--- src/rtl/keypad_code_fifo.sv ---
// Keypad press detector feeding a first-word fall-through code queue.
// Each new press (or rolled-over key) pushes one code; a sticky flag records dropped presses.
module keypad_code_fifo #(
    parameter int unsigned DEPTH       = 8,
    parameter int unsigned RELEASE_CYC = 16
) (
    input  logic                     clk,
    input  logic                     reset,
    input  logic [3:0]               Code,
    input  logic                     Valid,
    input  logic                     rd_en,
    input  logic                     clr_ovf,
    output logic [3:0]               rd_data,
    output logic                     empty,
    output logic                     full,
    output logic [$clog2(DEPTH):0]   count,
    output logic                     overflow,
    output logic                     key_held
);

    localparam int unsigned AW = $clog2(DEPTH);
    localparam int unsigned CW = AW + 1;
    localparam int unsigned RW = $clog2(RELEASE_CYC + 1);

    typedef enum logic {IDLE, HOLD} state_t;

    state_t          state, state_n;
    logic [RW-1:0]   rel_cnt, rel_cnt_n;
    logic [3:0]      held_code, held_code_n;
    logic            push;

    logic [3:0]      mem [DEPTH];
    logic [AW-1:0]   wr_ptr, rd_ptr;
    logic [CW-1:0]   count_n;
    logic            do_pop, push_eff, drop;

    always_ff @(posedge clk or negedge reset) begin
        if (!reset) begin
            state     <= IDLE;
            rel_cnt   <= '0;
            held_code <= '0;
        end else begin
            state     <= state_n;
            rel_cnt   <= rel_cnt_n;
            held_code <= held_code_n;
        end
    end

    always_comb begin
        state_n     = state;
        rel_cnt_n   = rel_cnt;
        held_code_n = held_code;
        push        = 1'b0;
        case (state)
            IDLE: begin
                if (Valid) begin
                    push        = 1'b1;
                    held_code_n = Code;
                    rel_cnt_n   = '0;
                    state_n     = HOLD;
                end
            end
            HOLD: begin
                if (Valid) begin
                    rel_cnt_n = '0;
                    if (Code != held_code) begin
                        push        = 1'b1;
                        held_code_n = Code;
                    end
                end else if (rel_cnt == RW'(RELEASE_CYC - 1)) begin
                    rel_cnt_n = '0;
                    state_n   = IDLE;
                end else begin
                    rel_cnt_n = rel_cnt + RW'(1);
                end
            end
            default: state_n = IDLE;
        endcase
    end

    assign key_held = (state == HOLD);

    // A pop frees the head slot on the same edge, so a full queue can still accept a push.
    assign do_pop   = rd_en && !empty;
    assign push_eff = push && (!full || do_pop);
    assign drop     = push && full && !do_pop;

    always_comb begin
        count_n = count;
        if (push_eff && !do_pop)
            count_n = count + CW'(1);
        else if (!push_eff && do_pop)
            count_n = count - CW'(1);
    end

    always_ff @(posedge clk) begin
        if (push_eff)
            mem[wr_ptr] <= Code;
    end

    always_ff @(posedge clk or negedge reset) begin
        if (!reset) begin
            wr_ptr   <= '0;
            rd_ptr   <= '0;
            count    <= '0;
            empty    <= 1'b1;
            full     <= 1'b0;
            overflow <= 1'b0;
        end else begin
            if (push_eff)
                wr_ptr <= wr_ptr + AW'(1);
            if (do_pop)
                rd_ptr <= rd_ptr + AW'(1);
            count <= count_n;
            empty <= (count_n == '0);
            full  <= (count_n == CW'(DEPTH));
            if (drop)
                overflow <= 1'b1;
            else if (clr_ovf)
                overflow <= 1'b0;
        end
    end

    assign rd_data = empty ? '0 : mem[rd_ptr];

endmodule

--- config.mk ---
export PLATFORM = sky130hd
export DESIGN_NAME = keypad_code_fifo
export DESIGN_NICKNAME = d
export VERILOG_FILES = /design/src/rtl/keypad_code_fifo.sv
export SDC_FILE = /design/constraint.sdc
export NUM_CORES = 1
export LEC_CHECK = 0
export CORE_MARGIN = 2
export CORE_UTILIZATION = 45
export CTS_BUF_LIST = sky130_fd_sc_hd__clkbuf_4 sky130_fd_sc_hd__clkbuf_8
export CTS_CLUSTER_DIAMETER = 80
export DETAILED_ROUTE_END_ITERATION = 7
export SLEW_MARGIN = 20
export SYNTH_ARGS = -nofsm -noshare
export SYNTH_HDL_FRONTEND = slang
export SYNTH_SLANG_ARGS = --single-unit
--- constraint.sdc ---
create_clock -name clk -period 2.54 [get_ports clk]
set_input_delay 0.508 -clock clk [delete_from_list [all_inputs] [get_ports clk]]
set_output_delay 0.508 -clock clk [all_outputs]
set_load 0.005 [all_outputs]
==> results_dict.tcl, run 1 <==
set metrics [dict create \
    status "complete, no violations" \
    grt_pass1_vias 1478 \
    diodes 0 \
    grt-ovfl-total 0 \
    antenna_found_initial 0 \
    yosysSeqAreaShare 0.627 \
    power_leakage_nw 1.20 \
    cts_htree_levels 2 \
    yosys-top-cells-count "32 x edfxtp_1, 22 x dfrtp_1, 18 x nand2_1" \
    dieWidth_um 77.8 \
    relSlewSlack 0.726 \
    sw_frac_of_total 0.315 \
    async_flop_share 0.418 \
    skew_ns 0.00918 \
    grt_max_degree 24 \
    insertion_delay_ns 0.31 \
    fin_crit_ns 2.29 \
    period_share 0.901 \
    r2r_slack_ns 0.50 \
    avgSynthCellArea_um2 14.7 \
    whs_path_depth 1 \
    tightest_slew_ns 0.411 \
    p_int_w 0.00200 \
    ir_worst_vdd_mv 0.425 \
    num_rows 26 \
    cts.path.max_buffers 2 \
    coreArea_um2 5170 \
    dr.first_iter.drc_count 102 \
    cap_viol_max_count 0 \
    viasPerCell 5.02 \
    routed.top_layer "met4" \
    numCtsBuffers 5 \
    hold_viol 0 \
    hpwl_mm 3.14 \
    synth_seq_cells 55 \
    yosysTopAreaCell "edfxtp_1" \
    ys.flop_type "edfxtp_1" \
    synth_edf_count 32 \
    cts_tree "built" \
    layout_setup_ws_ns 0.250 \
    worstPathArrival_ns 2.33 \
    synth_area_um2 2450 \
    cts_hold_buf 0 \
    syn_inst 167 \
    final_antenna_net_count 0 \
    ff2ff_path_depth 6 \
    synth_fp_nets 181 \
    clkTransAtPathRegs_ns 0.10 \
    criticalPathCategory "in2reg" \
    avgRoutedWirePerCell_um 15.2 \
    synth_warnings 0 \
    vias 1410 \
    final_nets 224 \
    powerDensity_nw_per_um2 978 \
    wl_mm 4.28 \
    track_usage 0.156 \
    worstSetupStartpoint "Code[1]" \
    wl_met1_mm 1.97 \
    synth_top_area_share 0.392 \
    firstDrtPassIters 6 \
    io_pins 21 \
    rsz0062_at_grt "false" \
    drc 0 \
    combinationalPowerShare 0.375 \
    area_growth_pct 21.9 \
    ys_types 41 \
    initial_core_util 0.474 \
    cts_sinks 55 \
    p_seq_frac 0.460 \
    die_y_um 77.8 \
    hp-class "reg2reg" \
    grt_pass1_wl_mm 7.31 \
    die-area_um2 6050 \
    p_clk_frac 0.166 \
    clock.fmax_mhz 437 \
    wl_met2_mm 2.12 \
    setup_viol 0 \
    r2r-end "empty" \
    endpoint_kind "flop" \
    cp.required_ns 2.58 \
    startpoint_type "input port" \
    cp_max_fo 7 \
    port_buffers 20 \
    reg2reg_from "held_code[1]" \
    p_total_w 0.00292 \
    cts_root_buffer "clkbuf_8" \
    drive_gt1_frac 0.242 \
    post-synth-top-count-cell "edfxtp_1" \
    synth_area_leaders "edfxtp_1 39%, dfrtp_1 22%, mux4_2 7.4%" \
    post-place-ws_ns -0.108 \
    switchingPower_w 0.000921 \
    met3_length_um 164 \
    gp_congestion 0.791 \
    endpoint "mem[6][0]" \
    drv_slew 0 \
]
worst max-delay path, stage by stage:
cell	delay [ns]
clkdlybuf4s50_1	0.50
xor2_1	0.26
o41ai_4	0.14
buf_4	0.18
a21oi_1	0.21
nand2_1	0.14
nor3b_1	0.21
buf_4	0.16
power by group through the flow:
stage	sequential (W)	combinational (W)	clock (W)
6_report	0.00134	0.00110	0.000484
5_1_grt	0.00137	0.00122	0.000542
4_1_cts	0.00135	0.00114	0.000507
3_5_place_dp	0.00136	0.00111	0
3_3_place_gp	0.00135	0.00108	0
2_1_floorplan	0.00127	0.000694	0
sequential cells by signal, summed over array words and instances, names as in the netlist:
register   cells
mem           32
rel_cnt        5
count          4
held_code      4
rd_ptr         3
wr_ptr         3
empty          1
full           1
key_held       1
overflow       1
through the flow:
stage	setup TNS [ns]	cells	hold slack [ns]	cell area, um^2	util
2_1_floorplan	0	167	0.212	2450	-
3_3_place_gp	-0.451	272	0.504	2870	0.555
3_5_place_dp	-1.47	272	0.502	2870	0.555
4_1_cts	0	281	0.527	2980	0.576
5_1_grt	0	281	0.556	2990	0.578
6_report	0	281	0.527	2990	0.578
per-layer routing:
layer | vias up | GRT usage
met5 | - | 0
met4 | 0 | 0.0375
met3 | 2 | 0.0360
met2 | 21 | 0.260
met1 | 689 | 0.208
li1 | 698 | -
worst min path at each step:
stage | slack, ns | to | start
3_5_place_dp | 0.50 | rel_cnt[4] | rel_cnt[4]
5_1_grt | 0.56 | held_code[3] | held_code[3]
4_1_cts | 0.53 | rel_cnt[4] | rel_cnt[4]
3_3_place_gp | 0.50 | rel_cnt[4] | rel_cnt[4]
6_report | 0.53 | rel_cnt[4] | rel_cnt[4]
2_1_floorplan | 0.21 | count[0] | reset
logic make-up after synthesis:
kind of cell,share of synthesized area
simple gates,0.115
xor+xnor,0.0495
mux,0.123
compound gates,0.0373
fa+ha+maj,0.0255
flops,0.627
buf+inv,0.0230
final cells by class:
class                           count  area (um^2)
Tap cell                           70         87.6
Inverter                            4         15.0
Timing Repair Buffer               44          398
Fill cell                         400         2180
Multi-Input combinational cell    100          857
Clock buffer                        6         76.3
Clock inverter                      2         16.3
Sequential cell                    55         1540
what timing repair did:
item	CTS	global route
setup endpoints to repair	4	4
cloned	0	0
setup buffers	1	0
pin swaps	0	0
gates resized for setup	2	4
cell usage in the layout (no fill, tap or decap), types with 2 or more instances in the layout:
cell type / Yosys / routed
and3b_1: 2 / 2
nor2_1: 8 / 8
xor2_1: 5 / 5
mux4_2: 8 / 8
o21ai_0: 2 / 2
nand4_1: 3 / 3
ha_1: 5 / 5
nand2b_1: 3 / 3
nor3_1: 4 / 4
nor3b_1: 2 / 2
xnor2_1: 7 / 7
mux2_2: 4 / 4
nor2b_1: 2 / 2
inv_1: 4 / 4
buf_4: 0 / 23
dlymetal6s2s_1: 0 / 4
nand2_1: 18 / 18
clkdlybuf4s50_1: 0 / 16
edfxtp_1: 32 / 32
mux2i_1: 6 / 6
dfrtp_1: 22 / 22
clkbuf_8: 0 / 5
a21oi_1: 3 / 3
No activity file was read; power rests on OpenSTA's default activity.
==> inputs of run 2 (changes only) <==
==> constraint.sdc (replaced) <==
create_clock -name clk -period 2.5 [get_ports clk]
set_input_delay 0.5 -clock clk [delete_from_list [all_inputs] [get_ports clk]]
set_output_delay 0.5 -clock clk [all_outputs]
set_load 0.005 [all_outputs]
==> run 2 against run 1 <==
Effect of this change:
- sequential share of layout area did not move
- sequential power hardly changed
- clock-buffer cell count unchanged
==> results_dict.tcl, run 2 (synthesized netlist as in run 1, its figures left out) <==
set metrics [dict create \
    num_rows 26 \
    drc 0 \
    hold_viol 0 \
    grt_max_degree 24 \
    final_antenna_net_count 0 \
    grt-ovfl-total 0 \
    cp_max_fo 9 \
    tightest_slew_ns 0.424 \
    cts_root_buffer "clkbuf_8" \
    fin_crit_ns 2.35 \
    numCtsBuffers 5 \
    grt_pass1_wl_mm 7.37 \
    port_buffers 20 \
    powerDensity_nw_per_um2 1000 \
    drive_gt1_frac 0.246 \
    coreArea_um2 5170 \
    viasPerCell 5.17 \
    placed_cell_area_um2 2870 \
    hpwl_mm 3.14 \
    firstDrtPassIters 4 \
    cp.required_ns 2.00 \
    drv_slew 0 \
    reg_top3 "mem (32), rel_cnt (5)" \
    die-area_um2 6050 \
    area_growth_pct 21.9 \
    gp_congestion 0.830 \
    track_usage 0.157 \
    cap_viol_max_count 0 \
    layout_setup_ws_ns 0.146 \
    dr.first_iter.drc_count 77 \
    vias 1454 \
    diodes 0 \
    final_common_cell "edfxtp_1" \
    power_leakage_nw 1.18 \
    relSlewSlack 0.717 \
    antenna_found_initial 0 \
    io_pins 21 \
    period_share 0.942 \
    criticalPathCategory "reg2out" \
    post-route-cell-area_um2 2990 \
    grt_pass1_vias 1531 \
    endpoint_kind "output pin" \
    startpoint_type "flop" \
    wl_mm 4.29 \
    setup_viol 0 \
    cts_htree_levels 2 \
    skew_ns 0.00718 \
    cts_sinks 55 \
    ir_worst_vdd_mv 0.455 \
    hp-class "in2async" \
    final_nets 224 \
    dieWidth_um 77.8 \
    layout_common_cells "32 x edfxtp_1, 23 x buf_4, 22 x dfrtp_1" \
    clkTransAtPathRegs_ns 0.10 \
    clock.fmax_mhz 425 \
    largest_reg_flops 32 \
    r2r-end "full" \
    ff2ff_path_depth 6 \
    post-place-ws_ns -0.152 \
    reg2reg_from "held_code[1]" \
    r2r_slack_ns 0.42 \
    die_y_um 77.8 \
    initial_core_util 0.474 \
    cts.path.max_buffers 2 \
    cts_tree "built" \
    worstPathArrival_ns 1.85 \
    rsz0062_at_grt "false" \
    avgRoutedWirePerCell_um 15.3 \
    status "complete, no violations" \
    insertion_delay_ns 0.31 \
    regMostFlops "mem" \
]
==> run 2: repair_timing <==
item	4_1_cts	5_1_grt
endpoints found under the hold margin	0	0
setup buffers	1	0
endpoints found under the setup margin	4	4
hold buffers	0	0
pin swaps	0	0
resized for setup	6	1
==> run 2: worst max path at each step <==
stage | from | endpoint | cells after the start
after floorplan | Code[0] | mem[2][0] | 5
after global placement | Code[1] | empty | 7
after detailed placement | Code[1] | mem[6][1] | 8
after CTS | rd_ptr[0] | rd_data[3] | 5
after global routing | Code[1] | mem[6][1] | 8
final | rd_ptr[0] | rd_data[3] | 5
==> run 2: routing by layer <==
layer / up-vias / track usage / part of all wire
met4: 0 / 0.0536 / 0.014
met3: 6 / 0.0384 / 0.040
met2: 35 / 0.266 / 0.50
met1: 716 / 0.198 / 0.45
li1: 697 / - / -
met5: - / 0 / 0
==> run 2: layout make-up <==
cell class | instances | area (um^2)
inverter | 4 | 15.0
clock buffer | 6 | 82.6
timing repair buffer | 44 | 383
clock inverter | 2 | 17.5
sequential | 55 | 1540
fill | 397 | 2180
tap | 70 | 87.6
multi-input combinational | 100 | 865
==> run 2: metrics by stage <==
step                      hold slack, ns  TNS, ns  utilization  std cells  power (W)
after global placement             0.504    -1.16        0.555        272    0.00247
after detailed placement           0.520    -1.96        0.555        272    0.00251
final                              0.532        0        0.578        281    0.00299
after CTS                          0.538        0        0.576        281    0.00302
after global routing               0.569        0        0.578        281    0.00319
after floorplan                    0.204        0            -        167    0.00200
==> run 2: worst max-delay path, cell delays in order (launching register included) <==
cell and delay [ns]:
dfrtp_1 0.37, buf_8 0.16, mux4_2 0.54, mux2i_1 0.17
nor2_1 0.05, dlygate4sd2_1 0.25
==> run 2: power by group <==
| group | internal [W] | leakage [nW] | switching, W |
|---|---|---|---|
| Sequential | 0.00116 | 0.570 | 0.000212 |
| Combinational | 0.000648 | 0.557 | 0.000445 |
| Clock | 0.000232 | 0.0522 | 0.000297 |
| Total | 0.00204 | 1.18 | 0.000954 |
